**src/rtl/row_collapse.sv**
```systemverilog
// Purpose : clears every full (4'hF) row of an 8x4 board and drops the rows above it.
// Latency : done pulses 8+N cycles after the start edge (N = rows cleared); one row examined per cycle.
// Backpr. : no flow control; start is ignored while busy or done, so a request must be re-issued once idle.
// Build   : define ROW_COLLAPSE_SCORE_EN to add the saturating total_lines score counter.
module row_collapse (
  input  logic        clk,
  input  logic        rst_n,
  input  logic        start,
  input  logic [31:0] board_in,
  output logic        busy,
  output logic        done,
  output logic [31:0] board_out,
  output logic [3:0]  lines_cleared
`ifdef ROW_COLLAPSE_SCORE_EN
  ,
  output logic [7:0]  total_lines
`endif
);

  typedef enum logic [1:0] {
    IDLE = 2'd0,
    SCAN = 2'd1,
    DONE = 2'd2
  } state_t;

  state_t      state;
  logic [31:0] work;       // board being collapsed
  logic [2:0]  idx;        // row currently examined
  logic [3:0]  pass;       // rows cleared so far in this collapse

  logic [3:0]  cur_row;
  logic        row_full;
  logic [31:0] shift_all;
  logic [31:0] shifted;

`ifdef ROW_COLLAPSE_SCORE_EN
  logic [8:0]  total_sum;
  logic [7:0]  total_next;
`endif

  // Row under inspection and the board with that row removed (rows above drop by one).
  always_comb begin
    cur_row   = work[{idx, 2'b00} +: 4];
    row_full  = (cur_row == 4'hF);
    shift_all = {4'h0, work[31:4]};
    shifted   = work;
    for (int r = 0; r < 8; r++) begin
      if (3'(r) >= idx) begin
        shifted[4*r +: 4] = shift_all[4*r +: 4];
      end
    end
  end

`ifdef ROW_COLLAPSE_SCORE_EN
  // Score accumulates the count of the collapse being completed, clamped at 8'hFF.
  always_comb begin
    total_sum  = {1'b0, total_lines} + {5'b0, pass};
    total_next = total_sum[8] ? 8'hFF : total_sum[7:0];
  end
`endif

  // Collapse sequencer: latch on start, scan one row per cycle, publish results on exit.
  always_ff @(posedge clk or negedge rst_n) begin
    if (!rst_n) begin
      state         <= IDLE;
      work          <= 32'h0;
      idx           <= 3'd0;
      pass          <= 4'd0;
      busy          <= 1'b0;
      done          <= 1'b0;
      board_out     <= 32'h0;
      lines_cleared <= 4'h0;
`ifdef ROW_COLLAPSE_SCORE_EN
      total_lines   <= 8'h0;
`endif
    end else begin
      case (state)
        IDLE: begin
          done <= 1'b0;
          if (start) begin
            work  <= board_in;
            idx   <= 3'd0;
            pass  <= 4'd0;
            busy  <= 1'b1;
            state <= SCAN;
          end
        end

        SCAN: begin
          if (row_full) begin
            // Index stays put: the row that dropped into this slot still needs a look.
            work <= shifted;
            pass <= pass + 4'd1;
          end else if (idx == 3'd7) begin
            board_out     <= work;
            lines_cleared <= pass;
`ifdef ROW_COLLAPSE_SCORE_EN
            total_lines   <= total_next;
`endif
            busy  <= 1'b0;
            done  <= 1'b1;
            state <= DONE;
          end else begin
            idx <= idx + 3'd1;
          end
        end

        DONE: begin
          // Any start seen here is dropped; the requester must retry from IDLE.
          done  <= 1'b0;
          state <= IDLE;
        end

        default: begin
          busy  <= 1'b0;
          done  <= 1'b0;
          state <= IDLE;
        end
      endcase
    end
  end

endmodule

```
**config.mk**
```make
export PLATFORM = sky130hd
export DESIGN_NAME = row_collapse
export DESIGN_NICKNAME = d
export VERILOG_FILES = /design/src/rtl/row_collapse.sv
export SDC_FILE = /design/constraint.sdc
export NUM_CORES = 1
export LEC_CHECK = 0
export BUFFER_PORTS_ARGS = -buffer_cell sky130_fd_sc_hd__clkbuf_2
export CAP_MARGIN = 25
export CORE_ASPECT_RATIO = 0.6
export CORE_MARGIN = 2
export CORE_UTILIZATION = 45
export CTS_CLUSTER_SIZE = 40
export DETAILED_ROUTE_END_ITERATION = 12
export PLACE_DENSITY = 0.78
export SYNTH_ARGS = -nofsm -noshare
export SYNTH_HDL_FRONTEND = slang
export SYNTH_SLANG_ARGS = --single-unit
```
**constraint.sdc**
```tcl
create_clock -name clk -period 2.8 [get_ports clk]
set_clock_uncertainty 0.2 [all_clocks]
set_input_delay 0.56 -clock clk [delete_from_list [all_inputs] [get_ports clk]]
set_output_delay 0.56 -clock clk [all_outputs]
set_load 0.02 [all_outputs]
```
==> run metrics, run 1 <==
Yosys top cell area share=0.512; RSZ-0062 raised after global routing=false; multi-input logic area=around 1800 sq um; Initial Utilization=0.459; clk buf depth=2; synthesized-area fraction occupied by adder cells=0.0162; fin. max-slew vios=0; post-synthesis mux area share=0.198; CP peak stage delay=approximately 0.55 ns; compound-cell area share of the yosys netlist=0.123; FFs w/ async S/R, synth=1.00; remaining global-route overflow=0; # rows=26; most frequent cells in the layout=dfrtp_1 (78), clkbuf_2 (71), nand2_1 (70); crit path cell chain=mux2i_1, mux4_2, nor3_4, nand3_2, nand2_2, buf_12, mux2_2; arrival time worst endpoint=about 2.7 ns; crit path capture type=flip-flop; Hold WS=approximately 0.24 ns; CP required=about 2.8 ns; Total Routing Usage GR=0.210; die height=around 76 um; CP startpoint kind=flip-flop; core area=around 8400 sq um; buffer and inverter count on the worst path=1; relative slew slack=0.642; Via-to-Cell Ratio=5.33; largest cells by area after synthesis=dfrtp_1 (51%), mux2_2 (11%), nand2_1 (6.8%), mux2_4 (4.7%), mux2i_1 (2.3%); io pins=73; hold crit path type=in -> reg; mean area per synthesized cell=about 12 sq um; share of cells above drive strength 1=0.393; largest family of logic cells by synthesized area=multiplexers; post-DP HPWL=approximately 6.6 mm; Post-DP Area=~4400 sq um; CTS H-tree lvls=3; initial antenna violation count=0; CP Class=reg -> reg; Mapped Cells=between 300 and 400; DR pass1 iterations=4; routability cong.=roughly 0.92; Net Count, Synth=370; Leak=between 2 and 2.5 nW; Distinct cells, synth=between 40 and 50; final worst-path cycle share=0.969; Ant. Diodes=0; # setup viols final=0; maxcap violations=0; vias in the first global route=2798; pin count of the biggest net entering global routing=80; Post-CTS Setup Bufs=0; clock-pin slew on the worst setup and hold paths=0.06 ns; Pwr Density=roughly 1300 nW/um^2; EDFF count, synth=0; Final Net Count=approximately 450; clock latency on the worst-skew pair=0.34 ns; CP Max Fanout=30; Top delay family on crit path=multiplexers; Worst IR Drop VDD=between 500 and 600 uV; fin area=roughly 4700 sq um; global-route wire length before repair=between 10 and 15 mm; f_max=~370 MHz; yosys warns=0; Final min period=2.71 ns; final setup TNS=0 ns; Die Footprint=~9400 sq um; drt drc=0; slowest CP cell=mux4_2; initial drt markers=between 150 and 200; outcome=completed; commonest non-fill, non-tap cell in the layout=dfrtp_1; final hold vios=0; Layout fillers=747; Post-DRT Antenna Nets=0; input/output buffers=between 70 and 80; CTS buffer count=9; post-synthesis simple-gate area fraction=0.125; Worst Tran Pin Value=around 0.54 ns; WL final=between 9 and 10 mm; #FFs+latches synth=79; average routed wire per standard cell=around 17 um; Syn Std Cell Area=3860 sq um; post-synthesis sequential area ratio=0.512; area delta synth->final=22.1%; vias post-DR=around 2800; clk sinks=79; xor/xnor share of the synthesized area=0; CTS tree=done; register area=between 1500 and 2000 sq um; CTS root buf=clkbuf_16; Synth area leader=dfrtp_1; Die Wd=124 um; Post-synth top flop=dfrtp_1
-- registers in the layout, indices dropped and copies added, names as in the netlist --
| name | cells |
|---|---|
| board_out | 32 |
| idx | 3 |
| lines_cleared | 4 |
| work | 32 |
| busy | 1 |
| pass | 4 |
| done | 1 |
| state | 2 |
-- logic make-up (layout without fill, tap and decap cells) --
logic type / count (synthesis) / count (layout)
AND/OR/NAND/NOR: 102 / 102
AO/OA/AOI/OAI: 60 / 60
buffers and inverters: 20 / 105
flip-flops: 79 / 79
multiplexers: 64 / 64
adder cells (fa/ha/maj): 5 / 5
-- cell usage after synthesis, types with 3 or more instances --
| cell type | n |
|---|---|
| o22a_1 | 5 |
| mux2_2 | 38 |
| and3_1 | 4 |
| mux2i_1 | 9 |
| o2bb2ai_1 | 4 |
| nor2b_1 | 3 |
| mux2_4 | 12 |
| mux2_1 | 4 |
| o21a_1 | 5 |
| a2bb2oi_1 | 3 |
| a21oi_1 | 5 |
| inv_1 | 5 |
| a22o_1 | 3 |
| nor2_1 | 6 |
| a22oi_1 | 6 |
| or3_1 | 3 |
| dfrtp_1 | 79 |
| buf_4 | 3 |
| ha_1 | 5 |
| clkbuf_1 | 10 |
| and2_1 | 3 |
| nand2_1 | 70 |
| nand3_1 | 3 |
| o21ai_0 | 15 |
-- worst min-delay path, stage by stage --
cell and delay [ns]:
clkbuf_2 0.08, nand2_1 0.04, o21ai_0 0.05
-- per-layer routing --
layer | GRT usage | vias to the layer above | share of wire
met5 | 0 | - | 0
met1 | 0.296 | 1384 | 0.50
met2 | 0.307 | 76 | 0.42
met3 | 0.0831 | 9 | 0.067
li1 | - | 1342 | -
met4 | 0.0467 | 0 | 0.0096
-- per-stage QoR --
stage	total power, mW	instances	worst slack (ns)	utilization
floorplan	4.27	330	0.251	-
global placement	5.04	510	0.157	0.520
detailed placement	5.16	510	0.0897	0.520
CTS	6.34	525	0.0711	0.555
global route	6.74	527	0.0000946	0.560
finish	6.32	527	0.0858	0.560
-- final timing paths --
path	slack (ns)	start	end	depth (start not counted)
worst max-delay path	0.09	idx[0]$_DFFE_PN0P_	board_out[10]$_DFFE_PN0P_	7
worst min-delay path	0.24	board_in[29]	work[29]$_DFFE_PN0P_	3
worst max register to register	0.09	idx[0]$_DFFE_PN0P_	board_out[10]$_DFFE_PN0P_	7
worst min register to register	0.30	board_out[4]$_DFFE_PN0P_	board_out[4]$_DFFE_PN0P_	1
max in group asynchronous	1.47	rst_n	idx[0]$_DFFE_PN0P_	3
min in group asynchronous	0.37	rst_n	lines_cleared[2]$_DFFE_PN0P_	2
-- area by class of cell --
class                      instances  share of cell area
inverter                           5             0.00398
clock inverter                     4             0.00955
sequential                        79               0.419
tap                              112              0.0297
multi-input combinational        231               0.379
clock buffer                      11              0.0536
timing repair buffer              85               0.105
-- what timing repair did --
action,4_1_cts,5_1_grt
setup endpoints to repair,0,35
hold buffers,0,1
endpoints found under the hold margin,0,4
resized for setup,0,1
-- report_power, final --
| part | switching, mW | internal, mW |
|---|---|---|
| sequential | 0.522 | 1.68 |
| combinational | 1.59 | 1.36 |
| clock | 0.429 | 0.728 |
Power figures use the tool's default switching activity.
==> run 2: changes to the inputs <==
- REMOVE_ABC_BUFFERS: not set -> 1
==> run metrics, run 2 (synthesized netlist as in run 1, its figures left out) <==
io pins=73; buffer and inverter count on the worst path=0; initial drt markers=roughly 180; initial antenna violation count=0; Die Footprint=approximately 9400 sq um; crit path launch=idx[0]$_DFFE_PN0P_; f_max=between 300 and 400 MHz; vias in the first global route=roughly 2800; final hold vios=23; fin area=between 4000 and 5000 sq um; clk sinks=79; commonest non-fill, non-tap cell in the layout=dfrtp_1; clk buf depth=2; clock latency on the worst-skew pair=~0.34 ns; Hold WS=-0.0152 ns; Worst IR Drop VDD=a little over 500 uV; Final Net Count=approximately 450; slowest CP cell=mux4_2; routability cong.=~0.88; average routed wire per standard cell=between 15 and 20 um; Worst Tran Pin Value=0.570 ns; most used cell along the critical path=a31oi_4; Post-DP Area=between 4000 and 5000 sq um; Leak=roughly 2.3 nW; CP peak stage delay=between 0.5 and 0.6 ns; global-route wire length before repair=about 15 mm; Final min period=between 2 and 3 ns; area delta synth->final=22.2%; die height=roughly 76 um; hold_buf cts=0; final worst-path cycle share=0.956; RSZ-0062 raised after global routing=false; core area=8430 sq um; drt drc=0; CP required=~2.8 ns; crit path capture type=flip-flop; CP startpoint kind=flip-flop; RR Startpoint=idx[0]$_DFFE_PN0P_; CTS buffer count=9; Inst Count DP=515; CTS root buf=clkbuf_16; # rows=26; # setup viols final=0; Die Wd=124 um; CP Max Fanout=10; Pwr Density=between 1000 and 1500 nW/um^2; Largest regs=board_out: 32 flops, work: 32 flops; Initial Utilization=0.459; Post-DRT Antenna Nets=0; R2R setup slack=between 0.1 and 0.15 ns; Post-CTS Setup Bufs=0; Via-to-Cell Ratio=5.43; outcome=complete, but fails checks; DR pass1 iterations=4; fin. max-slew vios=0; share of cells above drive strength 1=0.401; crit path cell chain=mux2i_1, mux4_2, nor4_4, a31oi_4, a31oi_4, mux2_2; most frequent cells in the layout=dfrtp_1 (78), clkbuf_2 (71), nand2_1 (70); failing checks=hold timing; clock-pin slew on the worst setup and hold paths=0.06 ns; maxcap violations=0; hold crit path type=in -> async; arrival time worst endpoint=between 2 and 3 ns; fin cells=around 530; WL final=9.22 mm; CTS H-tree lvls=3; CP Class=reg -> reg; post-DP HPWL=6.76 mm; CTS tree=done; Ant. Diodes=0; Top delay family on crit path=multiplexers; vias post-DR=a little under 3000; post-cts repair resize count=0; remaining global-route overflow=0; Total Routing Usage GR=0.220; input/output buffers=72; pin count of the biggest net entering global routing=41; relative slew slack=0.619
==> run 2: changes by cell type in the layout (fill, tap and decap cells not counted) <==
| cell | change |
|---|---|
| buf_16 | -1 |
| clkinvlp_4 | +2 |
| dlygate4sd3_1 | -1 |
| buf_4 | +5 |
| clkbuf_8 | -1 |
==> run 2: layout make-up <==
cell class | instances | area [sq um]
Multi-Input combinational cell | 231 | 1790
Tap cell | 112 | 140
Inverter | 5 | 18.8
Sequential cell | 79 | 1980
Fill cell | 720 | 3710
Clock inverter | 6 | 60.1
Clock buffer | 10 | 239
Timing Repair Buffer | 88 | 495
==> run 2: through the flow <==
stage / hold slack, ns / TNS [ns] / setup WS (ns) / utilization / power [mW]
4_1_cts: 0.00167 / 0 / 0.103 / 0.560 / 6.39
3_5_place_dp: 0.281 / 0 / 0.124 / 0.525 / 5.19
2_1_floorplan: 0.0644 / -5.50 / -0.143 / - / 4.19
3_3_place_gp: 0.280 / 0 / 0.194 / 0.525 / 5.10
5_1_grt: 0.0234 / 0 / 0.0369 / 0.560 / 6.81
6_report: -0.0152 / 0 / 0.124 / 0.560 / 6.37
==> run 2: worst paths after layout <==
check / endpoint / depth (start not counted)
worst min-delay path: board_out[7]$_DFFE_PN0P_ / 1
max in group asynchronous: idx[0]$_DFFE_PN0P_ / 2
worst max register to register: work[16]$_DFFE_PN0P_ / 6
min in group clk: work[31]$_DFFE_PN0P_ / 3
worst max-delay path: work[16]$_DFFE_PN0P_ / 6
worst min register to register: board_out[11]$_DFFE_PN0P_ / 1
==> run 2: per-layer routing <==
metal,vias up,share of wire,wire length [um],track usage
li1,1349,-,-,-
met1,1428,0.51,4680,0.318
met2,95,0.41,3760,0.310
met3,11,0.072,663,0.0786
met4,0,0.012,107,0.0657
met5,-,0,0,0
==> run 2: power by group <==
part,leakage [nW],switching [mW],internal (mW)
clock,0.144,0.458,0.709
combinational,1.20,1.63,1.39
sequential,0.964,0.499,1.68
==> run 3: changes to the inputs <==
- CTS_BUF_LIST: not set -> sky130_fd_sc_hd__clkbuf_16
==> run metrics, run 3 (synthesized netlist as in run 1, its figures left out) <==
CTS root buf=clkbuf_16; io pins=73; core area=around 8400 sq um; initial antenna violation count=0; clock network fraction of design power=0.179; most frequent cells in the layout=dfrtp_1 (78), clkbuf_2 (71), nand2_1 (70); pin count of the biggest net entering global routing=just over 40; clock latency on the worst-skew pair=about 0.34 ns; crit path capture type=flip-flop; Largest regs=board_out: 32 flops, work: 32 flops; worst reg-to-reg path cell count=6; Die Wd=approximately 120 um; buffer and inverter count on the worst path=0; Total Routing Usage GR=0.218; Pwr Density=1340 nW/um^2; WP depth=6; global-route wire length before repair=about 15 mm; # rows=26; CTS H-tree lvls=3; final worst-path cycle share=0.953; slowest CP cell=mux4_2; clk buf depth=2; Top delay family on crit path=multiplexers; vias post-DR=about 2900; fin. max-slew vios=0; Die Footprint=approximately 9400 sq um; CTS buffer count=9; vias in the first global route=2850; CP startpoint kind=flip-flop; Post-DRT Antenna Nets=0; Post-CTS Setup Bufs=0; register area=1980 sq um; CP Max Fanout=10; fin cells=531; crit path launch=idx[0]$_DFFE_PN0P_; area delta synth->final=21.9%; CP peak stage delay=~0.53 ns; hold crit path type=in -> async; most used cell along the critical path=a31oi_4; Worst IR Drop VDD=between 500 and 600 uV; remaining global-route overflow=0; average routed wire per standard cell=between 15 and 20 um; maxcap violations=0; Leak=approximately 2.3 nW; failing checks=hold timing; DR pass1 iterations=4; CTS tree=done; relative slew slack=0.617; arrival time worst endpoint=2.69 ns; f_max=375 MHz; outcome=complete, but fails checks; die height=about 76 um; Ant. Diodes=0; crit path cell chain=mux2i_1, mux4_2, nor4_4, a31oi_4, a31oi_4, mux2_2; CP Class=reg -> reg; CP required=2.82 ns; routability cong.=approximately 0.9; Pint=3.75 mW; Layout fillers=723; WL final=about 9 mm; Initial Utilization=0.459; post-cts repair resize count=0; Sw Ratio=0.407; clk sinks=79; Worst Tran Pin Value=0.572 ns; multi-input logic area=approximately 1800 sq um; Via-to-Cell Ratio=around 5.4; Net Sw Power=2.58 mW; Inst Count DP=between 500 and 600; Final Net Count=454; final hold vios=22; post-DP HPWL=approximately 6.8 mm; clock-pin slew on the worst setup and hold paths=0.06 ns; input/output buffers=72; Seq pwr share=0.344; Hold WS=-0.0188 ns; RSZ-0062 raised after global routing=false; RR Startpoint=idx[0]$_DFFE_PN0P_; initial drt markers=196; # setup viols final=0; drt drc=0; Final min period=roughly 2.7 ns; hold_buf cts=0; share of cells above drive strength 1=0.399; commonest non-fill, non-tap cell in the layout=dfrtp_1; Gate power share=0.476
-- run 3: changes by cell type in the layout (fill, tap and decap cells not counted), sizes merged --
| cell | delta |
|---|---|
| clkbuf | -1 |
| clkinv | +1 |
-- run 3: final timing paths --
check,slack [ns],to
hold reg to reg,0.29,board_out[11]$_DFFE_PN0P_
min in group clk,0.23,work[30]$_DFFE_PN0P_
max in group asynchronous,1.72,idx[0]$_DFFE_PN0P_
hold / removal,-0.02,board_out[3]$_DFFE_PN0P_
setup / recovery,0.13,work[16]$_DFFE_PN0P_
setup reg to reg,0.13,work[16]$_DFFE_PN0P_
-- run 3: layer usage --
metal  vias up  share of wire  GRT usage
met1      1413           0.51      0.317
li1       1353              -          -
met5         -              0          0
met3        14          0.065     0.0719
met4         0          0.014     0.0694
met2        86           0.41      0.310
-- run 3: through the flow --
step	utilization	TNS [ns]	cell area [sq um]	power [mW]	setup slack, ns
global route	0.559	0	4710	6.77	0.0378
CTS	0.559	0	4710	6.36	0.103
finish	0.559	0	4710	6.33	0.131
detailed placement	0.525	0	4420	5.19	0.124
floorplan	-	-5.50	3780	4.19	-0.143
global placement	0.525	0	4420	5.10	0.194
-- run 3: layout make-up --
class	count	area share
clock buffers	9	0.0478
clock inverters	7	0.0135
inverters	5	0.00399
multi-input cells	231	0.380
flip-flops and latches	79	0.420
well taps	112	0.0298
repair buffers	88	0.105
-- run 3: power groups by stage --
stage                     combinational, mW  sequential [mW]  clock (mW)
final                                  3.01             2.18        1.13
after global routing                   3.30             2.26        1.22
after CTS                              3.02             2.18        1.16
after detailed placement               3.00             2.19           0
after global placement                 2.94             2.16           0
after floorplan                        1.82             2.37           0
